===== config.mk =====
export PLATFORM = sky130hd
export DESIGN_NAME = icache_tag_ctrl
export DESIGN_NICKNAME = d
export VERILOG_FILES = /design/src/rtl/icache_pkg.sv /design/src/rtl/icache_valid_array.sv /design/src/rtl/icache_tag_ctrl.sv
export SDC_FILE = /design/constraint.sdc
export NUM_CORES = 1
export LEC_CHECK = 0
export ABC_AREA = 1
export BUFFER_PORTS_ARGS = -buffer_cell sky130_fd_sc_hd__buf_2
export CAP_MARGIN = 20
export CELL_PAD_IN_SITES_DETAIL_PLACEMENT = 1
export CELL_PAD_IN_SITES_GLOBAL_PLACEMENT = 1
export CORE_MARGIN = 2
export CORE_UTILIZATION = 41
export CTS_BUF_LIST = sky130_fd_sc_hd__clkbuf_2
export DETAILED_ROUTE_END_ITERATION = 12
export PLACE_DENSITY_LB_ADDON = 0.2
export SYNTH_ARGS = -nofsm -noshare
export SYNTH_HDL_FRONTEND = slang
export SYNTH_HIERARCHICAL = 1
export SYNTH_SLANG_ARGS = --single-unit

===== constraint.sdc =====
create_clock -name clk_i -period 5.83 [get_ports clk_i]
set_clock_uncertainty 0.05 [all_clocks]
set_input_delay 0.583 -clock clk_i [delete_from_list [all_inputs] [get_ports clk_i]]
set_output_delay 0.583 -clock clk_i [all_outputs]
set_load 0.02 [all_outputs]

===== src/rtl/icache_pkg.sv =====
// ----------------------------------------------------------------------------
// icache_pkg
// Shared definitions for the icache tag controller: address field widths,
// controller state encoding and helpers to split a fetch address into its
// tag / set index and to rebuild a line-aligned address.
// ----------------------------------------------------------------------------
package icache_pkg;

    localparam int ADDR_W = 32;
    localparam int OFF_W  = 5;
    localparam int IDX_W  = 4;
    localparam int TAG_W  = ADDR_W - IDX_W - OFF_W;
    localparam int N_SETS = 1 << IDX_W;

    typedef enum logic [2:0] {
        IDLE      = 3'd0,
        COMPARE   = 3'd1,
        MISS_REQ  = 3'd2,
        MISS_WAIT = 3'd3,
        FILL      = 3'd4
    } state_e;

    function automatic logic [IDX_W-1:0] get_idx(input logic [ADDR_W-1:0] addr);
        return addr[OFF_W +: IDX_W];
    endfunction

    function automatic logic [TAG_W-1:0] get_tag(input logic [ADDR_W-1:0] addr);
        return addr[ADDR_W-1 -: TAG_W];
    endfunction

    function automatic logic [ADDR_W-1:0] line_addr(input logic [TAG_W-1:0] tag,
                                                    input logic [IDX_W-1:0] idx);
        return {tag, idx, {OFF_W{1'b0}}};
    endfunction

endpackage


===== src/rtl/icache_valid_array.sv =====
// ----------------------------------------------------------------------------
// icache_valid_array
// One valid flop per icache set.  A set request marks one entry valid, a
// clear_all request invalidates every entry; clear_all wins when both are
// requested in the same cycle.  Read is combinational by set index.
//
// Ports
//   clk_i        clock
//   rst_i        asynchronous active-high reset (all entries invalid)
//   set_i        mark entry set_idx_i valid at the next edge
//   set_idx_i    entry to mark valid
//   clear_all_i  invalidate all entries at the next edge
//   rd_idx_i     entry to read
//   rd_valid_o   valid bit of entry rd_idx_i
// ----------------------------------------------------------------------------
module icache_valid_array
    import icache_pkg::*;
(
    input  logic             clk_i,
    input  logic             rst_i,
    input  logic             set_i,
    input  logic [IDX_W-1:0] set_idx_i,
    input  logic             clear_all_i,
    input  logic [IDX_W-1:0] rd_idx_i,
    output logic             rd_valid_o
);

    logic [N_SETS-1:0] valid_q;
    logic [N_SETS-1:0] valid_d;

    always_comb begin
        valid_d = valid_q;
        if (clear_all_i) begin
            valid_d = '0;
        end else if (set_i) begin
            valid_d[set_idx_i] = 1'b1;
        end
    end

    always_ff @(posedge clk_i or posedge rst_i) begin
        if (rst_i) begin
            valid_q <= '0;
        end else begin
            valid_q <= valid_d;
        end
    end

    assign rd_valid_o = valid_q[rd_idx_i];

endmodule


===== src/rtl/icache_tag_ctrl.sv =====
// ----------------------------------------------------------------------------
// icache_tag_ctrl
// Sequences the 16-set direct-mapped icache tag SRAM (1W/1R).  Accepts fetch
// lookups, reads the tag SRAM, compares against the stored tag and the valid
// array, and reports hit/miss.  A miss issues a line request, waits for the
// fill to complete, writes the new tag and marks the set valid.
//
// Ports
//   clk_i / rst_i             clock, asynchronous active-high reset
//   req_valid_i/req_addr_i    lookup request
//   req_ready_o               lookup accepted when req_valid_i && req_ready_o
//   resp_valid_o/resp_hit_o   one-cycle completion pulse, 1=hit 0=serviced miss
//   miss_valid_o/miss_addr_o  line fill request (line aligned), miss_ready_i
//   fill_done_i               line data written, tag may be committed
//   flush_i                   invalidate all sets
//   tag_csb0_o/addr0/din0     tag SRAM write port (chip select active low)
//   tag_csb1_o/addr1/dout1    tag SRAM read port, data valid one cycle later
//
// state     | meaning
// IDLE      | no lookup in flight, ready for a request
// COMPARE   | SRAM tag available, compare and answer hit or go to miss
// MISS_REQ  | line request presented, waiting for miss_ready_i
// MISS_WAIT | waiting for fill_done_i
// FILL      | write tag, set valid, report serviced miss (one cycle)
// ----------------------------------------------------------------------------
module icache_tag_ctrl
    import icache_pkg::*;
(
    input  logic              clk_i,
    input  logic              rst_i,
    input  logic              req_valid_i,
    input  logic [ADDR_W-1:0] req_addr_i,
    output logic              req_ready_o,
    output logic              resp_valid_o,
    output logic              resp_hit_o,
    output logic              miss_valid_o,
    output logic [ADDR_W-1:0] miss_addr_o,
    input  logic              miss_ready_i,
    input  logic              fill_done_i,
    input  logic              flush_i,
    output logic              tag_csb0_o,
    output logic [IDX_W-1:0]  tag_addr0_o,
    output logic [TAG_W-1:0]  tag_din0_o,
    output logic              tag_csb1_o,
    output logic [IDX_W-1:0]  tag_addr1_o,
    input  logic [TAG_W-1:0]  tag_dout1_i
);

    state_e           state_q;
    logic [TAG_W-1:0] tag_q;
    logic [IDX_W-1:0] idx_q;
    logic             drop_q;
    logic             fwd_v_q;
    logic [IDX_W-1:0] fwd_idx_q;
    logic [TAG_W-1:0] fwd_tag_q;

    logic [TAG_W-1:0] rd_tag;
    logic             rd_valid;
    logic             cmp_hit;
    logic             accept;
    logic             in_fill;
    logic             unused_offset;

    // Byte offset within the line plays no part in tag lookup.
    assign unused_offset = ^req_addr_i[OFF_W-1:0];

    assign in_fill = (state_q == FILL);

    // The SRAM write in FILL lands on the same edge as a read issued in FILL,
    // so that read returns the old tag; the forwarded copy covers that case.
    always_comb begin
        rd_tag = tag_dout1_i;
        if (fwd_v_q && (fwd_idx_q == idx_q)) begin
            rd_tag = fwd_tag_q;
        end
    end

    assign cmp_hit     = (state_q == COMPARE) && rd_valid && (rd_tag == tag_q);
    assign req_ready_o = !rst_i && ((state_q == IDLE) || cmp_hit || in_fill);
    assign accept      = req_valid_i && req_ready_o;

    icache_valid_array u_valid_array (
        .clk_i       (clk_i),
        .rst_i       (rst_i),
        .set_i       (in_fill && !drop_q),
        .set_idx_i   (idx_q),
        .clear_all_i (flush_i),
        .rd_idx_i    (idx_q),
        .rd_valid_o  (rd_valid)
    );

    always_ff @(posedge clk_i or posedge rst_i) begin
        if (rst_i) begin
            state_q   <= IDLE;
            tag_q     <= '0;
            idx_q     <= '0;
            drop_q    <= 1'b0;
            fwd_v_q   <= 1'b0;
            fwd_idx_q <= '0;
            fwd_tag_q <= '0;
        end else begin
            fwd_v_q <= 1'b0;
            if (accept) begin
                tag_q <= get_tag(req_addr_i);
                idx_q <= get_idx(req_addr_i);
            end
            // A flush while a fill is outstanding must not let that fill
            // revalidate its set.
            if (flush_i && ((state_q == MISS_REQ) || (state_q == MISS_WAIT))) begin
                drop_q <= 1'b1;
            end
            case (state_q)
                IDLE: begin
                    if (accept) begin
                        state_q <= COMPARE;
                    end
                end
                COMPARE: begin
                    if (cmp_hit) begin
                        state_q <= accept ? COMPARE : IDLE;
                    end else begin
                        state_q <= MISS_REQ;
                    end
                end
                MISS_REQ: begin
                    if (miss_ready_i) begin
                        state_q <= MISS_WAIT;
                    end
                end
                MISS_WAIT: begin
                    if (fill_done_i) begin
                        state_q <= FILL;
                    end
                end
                FILL: begin
                    drop_q    <= 1'b0;
                    fwd_v_q   <= 1'b1;
                    fwd_idx_q <= idx_q;
                    fwd_tag_q <= tag_q;
                    state_q   <= accept ? COMPARE : IDLE;
                end
                default: begin
                    state_q <= IDLE;
                end
            endcase
        end
    end

    assign resp_valid_o = cmp_hit || in_fill;
    assign resp_hit_o   = cmp_hit;

    assign miss_valid_o = (state_q == MISS_REQ);
    assign miss_addr_o  = miss_valid_o ? line_addr(tag_q, idx_q) : '0;

    assign tag_csb0_o  = !in_fill;
    assign tag_addr0_o = in_fill ? idx_q : '0;
    assign tag_din0_o  = in_fill ? tag_q : '0;

    assign tag_csb1_o  = !accept;
    assign tag_addr1_o = accept ? get_idx(req_addr_i) : '0;

endmodule


---- Word-level counts from Yosys, hierarchy flattened ----
Index checks and enable logic that the tools add are counted.
cells by class
  add/subtract/negate cells ............... 0
  multipliers ............................. 0
  div/mod/pow operators ................... 0
  $lt $le $gt $ge ......................... 2
  equal/unequal tests ..................... 9
  shift operators ......................... 0
  muxes and demuxes ....................... 20
  bitwise logic cells ..................... 1
  reductions and logical operators ........ 20
operators by type and width
  kind                count
  $mux 23             2
  $mux 16             2
  $mux 32             1
  $eq 23x23->1        1
  $or 16x16->16       1
  $pmux 3 s5          1
  $mux 3              3
  $logic_and 1x1->1   8
  $mux 4              2
  $eq 3x2->1 const B  2
  $mux 1              6
  $lt 4x5->1 const B  1
  $bmux 1 s4          1
  $demux 1 s4         1
  $eq 4x4->1          1
  $ge 4x1->1 const B  1
  $logic_not 1->1     4
  $logic_or 1x1->1    4
  $ne 2x2->1 const B  2
  $reduce_bool 2->1   2
  $eq 3x1->1 const B  1
  $eq 3x3->1 const B  1
  $logic_not 3->1     1
  $reduce_and 3->1    1
  other kinds (2)     2
word-level totals
  register bits after elaboration ......... 75
  bits in latches ......................... 0
  RAM bits ................................ 0
  bits in read-only memories .............. 0
  bits of input ports ..................... 61
  logic and storage cells ................. 60
  memories kept ........................... 0

---- Depth between registers and ports, before layout ----
Gate-level depths: netlist (run 1).
  depth after elaboration ................. 12
  mapped depth ............................ 19
  gate-level depth less buffers ........... 18

---- Modules after synthesis ----
The synthesis (run 1) kept the hierarchy.
modules (own cells, without submodules)
  module              instances  cells an instance  area an instance (um^2)  seq. area each (um^2)
  icache_tag_ctrl     1          529                3692.3                   1476.4
  icache_valid_array  1          118                854.6                    400.4

---- Worst setup path before layout (run 1) ----
No wires, ideal clock.
  path kind ............................... register -> output
  start point ............................. register idx_q[0]
  end point ............................... output tag_addr1_o[0]
  arrival time ............................ 2710 ps
  setup slack ............................. 2487 ps
  stages on the path, launching flop included .. 17
  path buffers ............................ 2
  cell sequence ........................... dfrtp_1 > inv_2 > nand2_1 > nand2_2 > nor2_8 > buf_2 > nand4_1 > nand3_1 > nand2_1 > nor2_1 > nand2_1 > nor2_1 > nand3_2 > a21oi_4 > nand2_2 > clkbuf_1 > nor2_1
on the way
  word-level cells in the longest chain between the ends .. 10
  elaborated cells on any way between the ends .. 13
ends and longest elaborated chain
  element                            line                    source
  start: declaration                 icache_tag_ctrl.sv:51   logic [IDX_W-1:0] idx_q;
  start signal: assignment           icache_tag_ctrl.sv:105  idx_q <= get_idx(req_addr_i);
  $eq 4x4->1                         icache_tag_ctrl.sv:73   if (fwd_v_q && (fwd_idx_q == idx_q)) begin
  $logic_and 1x1->1                  icache_tag_ctrl.sv:73
  $mux 23                            icache_tag_ctrl.sv:73
  $eq 23x23->1                       icache_tag_ctrl.sv:78   assign cmp_hit = (state_q == COMPARE) && rd_valid && (rd_tag == tag_q);
  $logic_and 1x1->1 (*)              icache_tag_ctrl.sv:78
  $logic_or 1x1->1 (*) (2 in a row)  icache_tag_ctrl.sv:79   assign req_ready_o = !rst_i && ((state_q == IDLE) || cmp_hit || in_fill);
  $logic_and 1x1->1 (*)              icache_tag_ctrl.sv:79
  via req_ready_o                    icache_tag_ctrl.sv:33   output logic req_ready_o,
  $logic_and 1x1->1 (*)              icache_tag_ctrl.sv:80   assign accept = req_valid_i && req_ready_o;
  $mux 4 (*)                         icache_tag_ctrl.sv:160  assign tag_addr1_o = accept ? get_idx(req_addr_i) : '0;
  end: declaration                   icache_tag_ctrl.sv:45   output logic [IDX_W-1:0] tag_addr1_o,
The timed path passes the listed nets; every way through them passes the cells marked *. The select of a mux whose other input is x is not followed.

---- Worst setup path after layout (run 1) ----
  start point ............................. register idx_q[0]
  end point ............................... output tag_addr1_o[2]
on the way
  word-level cells in the longest chain between the ends .. 10
  elaborated cells on any way between the ends .. 13
ends and longest elaborated chain
  element                            line
  $eq 4x4->1                         icache_tag_ctrl.sv:73
  $logic_and 1x1->1                  icache_tag_ctrl.sv:73
  $mux 23                            icache_tag_ctrl.sv:73
  $eq 23x23->1                       icache_tag_ctrl.sv:78
  $logic_and 1x1->1 (*)              icache_tag_ctrl.sv:78
  $logic_or 1x1->1 (*) (2 in a row)  icache_tag_ctrl.sv:79
  $logic_and 1x1->1 (*)              icache_tag_ctrl.sv:79
  $logic_and 1x1->1 (*)              icache_tag_ctrl.sv:80
  $mux 4 (*)                         icache_tag_ctrl.sv:160
Every way passes the cells marked *; elsewhere a longest branch is shown, timed or not. The select of a mux whose other input is x is not followed.

==> results by group, run 1 <==
Final layout
  • Final #Nets: slightly above 800
  • Layout area overhead: 16.1%
  • Ant. Diodes: 0
  • Final Cell Area: approximately 5300 um2
  • # fillers: approximately 1.5k
  • Share of layout cells above drive strength 1: 21.9%

Route
  • Antenna violation net count after detailed routing: 0
  • WL per Instance: 16.2 um
  • Detailed Route WL: 14.6 mm
  • Drt drc: 0
  • Via Count: 4647
  • DRT iter0 DRCs: 167
  • Via density: 5.16
  • Drt pass-1 iters: 4

Worst hold path
  • Hold Path Class: input pin to asynchronous set/reset pin

Timing
  • Setup TNS: 0 ns
  • Period utilization: 88.4%
  • Slew Limit Fails: 0
  • Minimum clock period: between 5 and 6 ns
  • Measured slew at the worst slew-check pin: 0.820 ns
  • F_max: 194 MHz
  • Relative slew slack: 45.4%
  • Fin. Hold Viols: 0
  • RSZ-0062 raised after global routing: no
  • Final Setup Violations: 0

Floorplanning
  • Top-level I/O count: 130
  • Initial Util: 41.9%
  • Die W: 109 um
  • Die area: 11900 um2
  • Row cnt: 38
  • CORE AREA: roughly 11000 um2
  • Die extent in y: 109 um

Logic synthesis
  • Synth area leaders: dfrtp_1 (41%), nand2_1 (12%), nor2_1 (8.9%)
  • Synthesized cell area: 4550 um2
  • Largest family of logic cells by synthesized area: simple AND/OR/NAND/NOR gates
  • Mux share of post-synthesis cell area: 0%
  • Register area share after synthesis: 41.3%
  • Post-synthesis xor/xnor area fraction: less than 1%
  • Top-count cell post-synth: nand2_1
  • Post-Synth Simple-Gate Area: 34.6%
  • Number of synthesized flops with an enable pin: 0
  • Post-synthesis adder-cell area fraction: 0%
  • Synth cell count leaders: nand2_1 (151), nor2_1 (108), inv_1 (99)
  • Area fraction in compound gates after synthesis: 10.8%
  • Mapped Avg Cell Area: 7.03 um2
  • Most used DFF post-synth: dfrtp_1
  • Area leader, netlist: dfrtp_1
  • Warnings from Yosys: 6
  • Synthesized instance count: about 650
  • Synth unique cells: 33
  • Async SR Flop Fraction: 100%
  • Register bit total from synthesis: 75
  • Top-area cell type share of the netlist area: 41.3%

Critical path
  • Crit-path cells: inv_2, nand2_1, nand2_2, nor2_8, nand3_4, nand2_1, nand2_1, nand2_1, nand2_1, nor2_1, nand2_1, nor2_1, nand3_2, a21oi_4, nand2_2, nor2_1, buf_2
  • Crit Path Class: register to output port
  • Crit. End Element: output port
  • CP most frequent cell: nand2_1
  • Slowest-stage cell, CP: dfrtp_1
  • Worst EP required: around 5.2 ns
  • Worst setup SP type: register
  • Crit path max fanout: 32
  • Peak per-stage delay on the critical path: 0.86 ns
  • Arr. time, crit path: approximately 4.5 ns

Clock tree
  • H-tree depth: 3
  • CTS sink count: 75
  • CTS Buffer Depth: 2
  • Clk slew on worst S/H paths: 0.21 ns
  • Cts repair resizes: 0
  • Clk root buf: clkbuf_2
  • Post CTS Setup Buffer Count: 0
  • TritonCTS clock tree: done
  • TritonCTS Buffers: 9
  • Worst skew pair latency: between 0.5 and 0.6 ns
  • Cts hold-fix bufs: 0

Placement
  • Detailed placer's ending HPWL: 10.7 mm
  • DP Area: 5200 um2
  • Final RePlAce weighted congestion: roughly 0.94
  • Number of port buffers: 119

Global route
  • Total GRT Usage: 25.9%
  • GR Overflow Total: 0
  • Initial antenna violation count: 0
  • Vias in the first global route: 4850
  • Largest net degree at the start of global routing: 62
  • First-pass GRT wire length: 23.9 mm

Status
  • Status: complete, no violations

Job
  • Max Cap Viol: 0

Pwr
  • Pwr dens: around 460 nW/um2
  • Worst IR Drop VDD: 0.283 mV
  • Static Leak: 0.00303 uW
-- critical path, delay by kind of cell, from the launching register on --
kind | cells | cell delay [ns]
AND/OR/NAND/NOR | 14 | 2.60
flip-flops | 1 | 0.86
buffers and inverters | 2 | 0.35
AO/OA/AOI/OAI | 1 | 0.17
-- placed cells by master, fill, tap and decap left out, drive strengths merged, types with 7 or more instances in the layout --
| cell type | count |
|---|---|
| nand2 | 155 |
| buf | 124 |
| nor2 | 113 |
| inv | 107 |
| dfrtp | 75 |
| a21oi | 42 |
| nand3 | 41 |
| nand4 | 35 |
| o21bai | 22 |
| clkbuf | 11 |
| o21ai | 11 |
| nor3 | 7 |
-- routing by layer --
metal	GRT usage (%)	vias up	part of all wire [%]
met2	43.8	118	49
met3	2.96	24	4.9
met1	34.4	2261	44
met5	0	-	0
met4	9.49	0	2.1
li1	-	2244	-
-- path summary, 6_finish.rpt --
| check | slack, ns | from | to | cells past startpoint |
|---|---|---|---|---|
| max | 0.68 | idx_q[0] | tag_addr1_o[2] | 17 |
| min | 0.08 | rst_i | u_valid_array/valid_q[7] | 2 |
| min in group clk_i | 0.23 | req_addr_i[19] | tag_q[10] | 3 |
| max reg2reg | 1.47 | idx_q[0] | tag_q[17] | 18 |
| min reg2reg | 0.48 | fwd_tag_q[3] | fwd_tag_q[3] | 2 |
| max in group asynchronous | 4.94 | rst_i | tag_q[14] | 3 |
-- power breakdown --
| part | switching (uW) | internal (uW) | total, uW | leakage (uW) |
|---|---|---|---|---|
| sequential | 155 | 703 | 857 | 0.000926 |
| combinational | 929 | 383 | 1310 | 0.00205 |
| clock | 183 | 53.7 | 237 | 0.0000559 |
| total | 1270 | 1140 | 2410 | 0.00303 |
-- cell type report --
cell class | count | area, um2 | area share, %
clock inverters | 5 | 20.0 | 0.379
flip-flops and latches | 75 | 1880 | 35.6
well taps | 140 | 175 | 3.32
inverters | 107 | 402 | 7.61
repair buffers | 124 | 633 | 12.0
clock buffers | 11 | 55.1 | 1.04
multi-input cells | 439 | 2120 | 40.1
-- per-stage QoR --
step / hold slack (ns) / power (uW) / worst slack [ns] / util, % / std cells
final: 0.0845 / 2410 / 0.676 / 48.7 / 901
after detailed placement: 0.442 / 2180 / 1.30 / 48.0 / 885
after floorplan: 0.403 / 1770 / 2.49 / - / 651
after CTS: 0.0755 / 2420 / 0.648 / 48.7 / 901
after global routing: 0.0938 / 2620 / 0.244 / 48.7 / 901
after global placement: 0.417 / 2120 / 1.43 / 48.0 / 885
-- state kept, by name, indices dropped and copies added, names as in the netlist --
register               count
tag_q                     23
fwd_idx_q                  4
fwd_tag_q                 23
fwd_v_q                    1
drop_q                     1
u_valid_array/valid_q     16
state_q                    3
idx_q                      4
-- cells by family after synthesis --
family | after synthesis
AO/OA/AOI/OAI | 78
XOR/XNOR | 1
buffers and inverters | 137
other | 1
flip-flops | 75
AND/OR/NAND/NOR | 355
No activity file was read; power rests on OpenSTA's default activity.
==> run 2: changes to the inputs <==
Settings changed: CELL_PAD_IN_SITES_DETAIL_PLACEMENT 1 to default, CELL_PAD_IN_SITES_GLOBAL_PLACEMENT 1 to default, CORE_UTILIZATION 41 to 58.
==> results by group, run 2 (same netlist as run 1, synthesis figures left out) <==
Status
  • Status: complete, no violations (unchanged)

Clock tree
  • CTS sink count: 75 (unchanged)
  • CTS Buffer Depth: 2 (unchanged)
  • Cts repair resizes: 0 (unchanged)
  • Worst skew pair latency: 0.50 ns (was 0.54 ns)
  • TritonCTS clock tree: done (unchanged)
  • Cts hold-fix bufs: 0 (unchanged)
  • H-tree depth: 3 (unchanged)
  • TritonCTS Buffers: 9 (unchanged)
  • Clk root buf: clkbuf_2 (unchanged)
  • Post CTS Setup Buffer Count: 0 (unchanged)
  • Clk slew on worst S/H paths: 0.20 ns (was 0.21 ns)

Timing
  • Fin. Hold Viols: 0 (unchanged)
  • Measured slew at the worst slew-check pin: 0.851 ns (was 0.820 ns)
  • Setup TNS: 0 ns (unchanged)
  • RSZ-0062 raised after global routing: no (unchanged)
  • Period utilization: 79.3% (was 88.4%)
  • F_max: 216 MHz (was 194 MHz)
  • Slew Limit Fails: 0 (unchanged)
  • Relative slew slack: 43.2% (was 45.4%)
  • Final Setup Violations: 0 (unchanged)
  • Minimum clock period: 4.63 ns (was 5.15 ns)

Critical path
  • Crit path max fanout: 27 (was 32)
  • Arr. time, crit path: 3.99 ns (was 4.52 ns)
  • Worst EP required: 5.20 ns (about the same)
  • Crit. End Element: output port (unchanged)
  • Crit Path Class: register to output port (unchanged)
  • Worst setup SP type: register (unchanged)

Route
  • Antenna violation net count after detailed routing: 0 (unchanged)
  • Drt drc: 0 (unchanged)
  • Detailed Route WL: 11.9 mm (was 14.6 mm)
  • Via Count: 4654 (was 4647)
  • DRT iter0 DRCs: 305 (was 167)
  • WL per Instance: 13.8 um (was 16.2 um)
  • Drt pass-1 iters: 8 (was 4)
  • Via density: 5.40 (was 5.16)

Final layout
  • Final #Nets: 816 (was 817)
  • Seq. cell area: 1880 um2 (unchanged)
  • Ant. Diodes: 0 (unchanged)
  • Share of layout cells above drive strength 1: 22.2% (was 21.9%)
  • Registers with the most flip-flops: fwd_tag_q (23), tag_q (23), u_valid_array/valid_q (16) (unchanged)
  • Area of the multi-input gates: 2120 um2 (unchanged)
  • Final Non-Filler Cells: 862 (was 901)
  • # fillers: 654 (was 1490)
  • Final Util: 68.7% (was 48.7%)
  • Most frequent cells in the layout: nand2_1 (151), buf_2 (119), nor2_1 (107) (unchanged)
  • Commonest non-fill, non-tap cell in the layout: nand2_1 (unchanged)
  • Layout area overhead: 15.5% (was 16.1%)

Pwr
  • Switching Power: 1200 uW (was 1270 uW)
  • Pwr dens: 455 nW/um2 (was 456 nW/um2)
  • Sw Ratio: 50.5% (was 52.6%)
  • Clock network power share: 11.8% (was 9.8%)
  • Sequential fraction of design power: 35.4% (was 35.6%)
  • Logic pwr share: 52.8% (was 54.5%)
  • P_int: 1180 uW (was 1140 uW)
  • Worst IR Drop VDD: 0.230 mV (was 0.283 mV)
  • Static Leak: 0.00305 uW (was 0.00303 uW)
  • Pwr Total: 2390 uW (was 2410 uW)

Global route
  • Total GRT Usage: 29.3% (was 25.9%)
  • Vias in the first global route: 4452 (was 4850)
  • GR Overflow Total: 0 (unchanged)
  • Initial antenna violation count: 0 (unchanged)
  • Largest net degree at the start of global routing: 62 (unchanged)
  • First-pass GRT wire length: 20.0 mm (was 23.9 mm)

Floorplanning
  • Die extent in y: 92.5 um (was 109 um)
  • CORE AREA: 7650 um2 (was 10800 um2)
  • Die W: 92.5 um (was 109 um)
  • Initial Util: 59.5% (was 41.9%)
  • Die area: 8560 um2 (was 11900 um2)
  • Row cnt: 32 (was 38)
  • Top-level I/O count: 130 (unchanged)

Placement
  • Final RePlAce weighted congestion: 0.928 (was 0.943)
  • Detailed placer's ending HPWL: 8.39 mm (was 10.7 mm)
  • Number of port buffers: 119 (unchanged)
  • Dpl cells: 846 (was 885)

Worst hold path
  • Hold Path Class: input pin to asynchronous set/reset pin (unchanged)

Job
  • Max Cap Viol: 0 (unchanged)
-- run 2: final cells by class --
class                   instances  share of cell area, %
multi-input cells             439                   40.3
well taps                     102                   2.43
clock inverters                 3                  0.739
repair buffers                123                   11.9
clock buffers                  13                   1.24
inverters                     107                   7.65
flip-flops and latches         75                   35.7
-- run 2: power by group through the flow --
stage          Clock, uW  Sequential (uW)  Combinational, uW
2_1_floorplan          0              813                955
3_3_place_gp           0              845               1220
3_5_place_dp           0              856               1250
4_1_cts              283              843               1250
5_1_grt              302              868               1400
6_report             281              845               1260
-- run 2: layer usage --
metal  GRT usage [%]  up-vias  routed length [um]
met5               0        -                   0
met4            12.3        0                 266
met3            4.23       22                 947
met2            49.0      217                5670
met1            38.2     2163                5010
li1                -     2252                   -
-- run 2: critical path, stage by stage, from the launching register on --
cell	delay [ns]
dfrtp_1	0.79
inv_2	0.17
nand2_1	0.11
nand2_2	0.09
nor2_8	0.36
nand3_4	0.36
nand2_1	0.18
nand2_1	0.06
nand2_1	0.05
nand2_1	0.12
nor2_1	0.14
nand2_1	0.06
nor2_1	0.11
nand3_2	0.16
a21oi_4	0.17
nand2_2	0.22
nor2_1	0.14
buf_2	0.17
-- run 2: stage by stage --
stage	instance area [um2]	hold slack, ns	worst slack, ns
finish	5250	0.123	1.20
global route	5250	0.152	0.740
CTS	5250	0.113	1.19
detailed placement	5150	0.432	1.75
global placement	5150	0.420	1.80
floorplan	4560	0.403	2.49
-- run 2: path summary, 6_finish.rpt --
check,start,to,slack (ns),cells after the start
min in group clk_i,req_addr_i[29],tag_q[20],0.25,3
min reg2reg,drop_q,drop_q,0.47,1
max in group asynchronous,rst_i,fwd_tag_q[13],4.96,3
max reg2reg,idx_q[0],tag_q[11],1.89,18
min,rst_i,u_valid_array/valid_q[12],0.12,2
max,idx_q[0],tag_addr1_o[0],1.20,17
==> run 3: changes to the inputs <==
Settings changed: CORE_UTILIZATION 58 to 49.
Clock period 5.83 ns to 3.7 ns, I/O delays scaled along.
==> results by group, run 3 (same netlist as run 1, synthesis figures left out) <==
Worst hold path
  • Hold Path Origin: req_addr_i[21]
  • Hold path endpoint: tag_q[12]
  • Hold Path Class: input pin to register (was input pin to asynchronous set/reset pin)
  • Hold Crit Depth: 3

Route
  • Drt drc: 0 (unchanged)
  • Via density: 5.20 (was 5.40)
  • WL per Instance: 14.4 um (was 13.8 um)
  • Detailed Route WL: 12.9 mm (was 11.9 mm)
  • Antenna violation net count after detailed routing: 0 (unchanged)
  • DRT iter0 DRCs: 213 (was 305)
  • Drt pass-1 iters: 4 (was 8)
  • Via Count: 4653 (was 4654)

Clock tree
  • Clk slew on worst S/H paths: 0.22 ns (was 0.20 ns)
  • CTS Buffer Depth: 2 (unchanged)
  • TritonCTS clock tree: done (unchanged)
  • H-tree depth: 3 (unchanged)
  • Clk root buf: clkbuf_2 (unchanged)
  • TritonCTS Buffers: 9 (unchanged)
  • Worst skew pair latency: 0.52 ns (was 0.50 ns)
  • CTS sink count: 75 (unchanged)

Global route
  • First-pass GRT wire length: 20.9 mm (was 20.0 mm)
  • Largest net degree at the start of global routing: 54 (was 62)
  • Vias in the first global route: 4359 (was 4452)
  • GR Overflow Total: 0 (unchanged)
  • Total GRT Usage: 26.2% (was 29.3%)
  • Initial antenna violation count: 0 (unchanged)

Critical path
  • Crit. End Element: output port (unchanged)
  • Worst setup startpoint: idx_q[1] (was idx_q[0])
  • R2R setup slack: 0.74 ns (was 1.89 ns)
  • Crit Path Class: register to output port (unchanged)
  • Peak per-stage delay on the critical path: 0.48 ns (was 0.79 ns)
  • Worst setup SP type: register (unchanged)
  • Arr. time, crit path: 3.07 ns (was 3.99 ns)
  • Worst EP required: 3.28 ns (was 5.20 ns)
  • Crit-path cells: xnor2_4, buf_4, nand3_4, buf_4, buf_4, nand2_1, nand3_1, nand2_1, nor2_1, nand2_1, nor2_1, nand3_2, a21oi_4, nand2_8, nor2_1, buf_2 (was inv_2, nand2_1, nand2_2, nor2_8, nand3_4, nand2_1, nand2_1, nand2_1, nand2_1, nor2_1, nand2_1, nor2_1, nand3_2, a21oi_4, nand2_2, nor2_1, buf_2)
  • Reg2reg start: idx_q[1] (was idx_q[0])
  • Slowest-stage cell, CP: dfrtp_1 (unchanged)
  • Worst R2R Path Depth: 18 (unchanged)
  • Worst R2R End: tag_q[20] (was tag_q[11])
  • Crit path max fanout: 17 (was 27)

Timing
  • RSZ-0062 raised after global routing: no (unchanged)
  • Measured slew at the worst slew-check pin: 0.834 ns (was 0.851 ns)
  • Minimum clock period: 3.49 ns
  • Slew Limit Fails: 0 (unchanged)
  • Period utilization: roughly 94%
  • Final Setup Violations: 0 (unchanged)
  • Setup TNS: 0 ns (unchanged)
  • Fin. Hold Viols: 0 (unchanged)
  • F_max: 286 MHz
  • Setup ws final: 0.208 ns (was 1.20 ns)
  • Relative slew slack: 44.4% (was 43.2%)
  • Final hold slack: 0.0210 ns (was 0.123 ns)

Placement
  • Placement Setup Slack: 0.174 ns (was 1.75 ns)
  • Final RePlAce weighted congestion: 0.898 (was 0.928)
  • Number of port buffers: 119 (unchanged)
  • Detailed placer's ending HPWL: 9.09 mm (was 8.39 mm)
  • DP Area: 5220 um2 (was 5150 um2)

Pwr
  • Sw Ratio: 49.2% (was 50.5%)
  • Clock network power share: 12.7% (was 11.8%)
  • P_int: 2070 uW (was 1180 uW)
  • Logic pwr share: 56.1% (was 52.8%)
  • Pwr dens: 734 nW/um2 (was 455 nW/um2)
  • Static Leak: 0.00316 uW (was 0.00305 uW)
  • Worst IR Drop VDD: 0.287 mV (was 0.230 mV)
  • Switching Power: 2000 uW (was 1200 uW)
  • Sequential fraction of design power: 31.2% (was 35.4%)

Final layout
  • Ant. Diodes: 0 (unchanged)
  • # fillers: 877 (was 654)
  • Final Cell Area: 5550 um2 (was 5250 um2)
  • Final #Nets: 841 (was 816)
  • Commonest non-fill, non-tap cell in the layout: nand2_1 (unchanged)
  • Share of layout cells above drive strength 1: 25.1% (was 22.2%)
  • Most frequent cells in the layout: nand2_1 (149), buf_2 (119), nor2_1 (107) (was nand2_1 (151), buf_2 (119), nor2_1 (107))
  • Seq. cell area: 1880 um2 (about the same)
  • Registers with the most flip-flops: fwd_tag_q (23), tag_q (23), u_valid_array/valid_q (16) (unchanged)
  • Area of the multi-input gates: 2170 um2 (was 2120 um2)
  • Final Util: 60.9% (was 68.7%)
  • Layout area overhead: 22.1% (was 15.5%)

Status
  • Status: complete, no violations (unchanged)

Floorplanning
  • Row cnt: 35 (was 32)
  • Die W: 100 um (was 92.5 um)
  • Top-level I/O count: 130 (unchanged)
  • Initial Util: 49.9% (was 59.5%)
  • CORE AREA: 9110 um2 (was 7650 um2)
  • Die area: 10100 um2 (was 8560 um2)
  • Die extent in y: 100 um (was 92.5 um)

Job
  • Max Cap Viol: 0 (unchanged)
-- run 3: repair_timing --
action | in CTS | in global routing
setup buffers | 2 | 12
endpoints found under the hold margin | 22 | 0
hold buffers | 1 | 0
pin swaps | 2 | 6
resized for setup | 5 | 11
gates cloned | 1 | 1
endpoints found under the setup margin | 5 | 6
-- run 3: worst max path at each step --
stage | slack, ns | end | cells past startpoint
2_1_floorplan | 0.57 | tag_addr1_o[0] | 16
3_3_place_gp | 0.23 | tag_addr1_o[1] | 16
3_5_place_dp | 0.17 | tag_addr1_o[1] | 16
4_1_cts | 0.02 | tag_addr1_o[1] | 17
5_1_grt | 0.002 | tag_addr1_o[3] | 16
6_report | 0.21 | tag_addr1_o[1] | 16
-- run 3: worst max-delay path, delay by kind of cell, from the launching register on --
family / cells / cell delay [ns]
AND/OR/NAND/NOR: 10 / 1.05
buffers and inverters: 4 / 0.60
flip-flops: 1 / 0.48
AO/OA/AOI/OAI: 1 / 0.24
XOR/XNOR: 1 / 0.18
-- run 3: power by group through the flow --
stage               Clock (uW)  Combinational (uW)  Sequential [uW]
finish                     516                2290             1270
global route               557                2530             1310
CTS                        527                2130             1290
detailed placement           0                2080             1300
global placement             0                2040             1290
floorplan                    0                1510             1280
-- run 3: cell type report --
type / count / area share, %
Inverter: 107 / 7.23
Multi-Input combinational cell: 441 / 39.2
Clock inverter: 5 / 1.42
Clock buffer: 10 / 0.902
Timing Repair Buffer: 146 / 14.9
Sequential cell: 75 / 33.9
Tap cell: 111 / 2.50
-- run 3: per-stage QoR --
stage               total power [uW]  cells
floorplan                       2790    651
global placement                3340    863
detailed placement              3390    863
CTS                             3940    882
global route                    4400    895
finish                          4070    895
-- run 3: metal layers --
layer / part of all wire (%) / global-route usage, % / wire length [um]
met3: 4.6 / 3.13 / 586
met2: 48 / 44.1 / 6230
met4: 2.2 / 9.27 / 286
met5: 0 / 0 / 0
met1: 45 / 35.0 / 5750
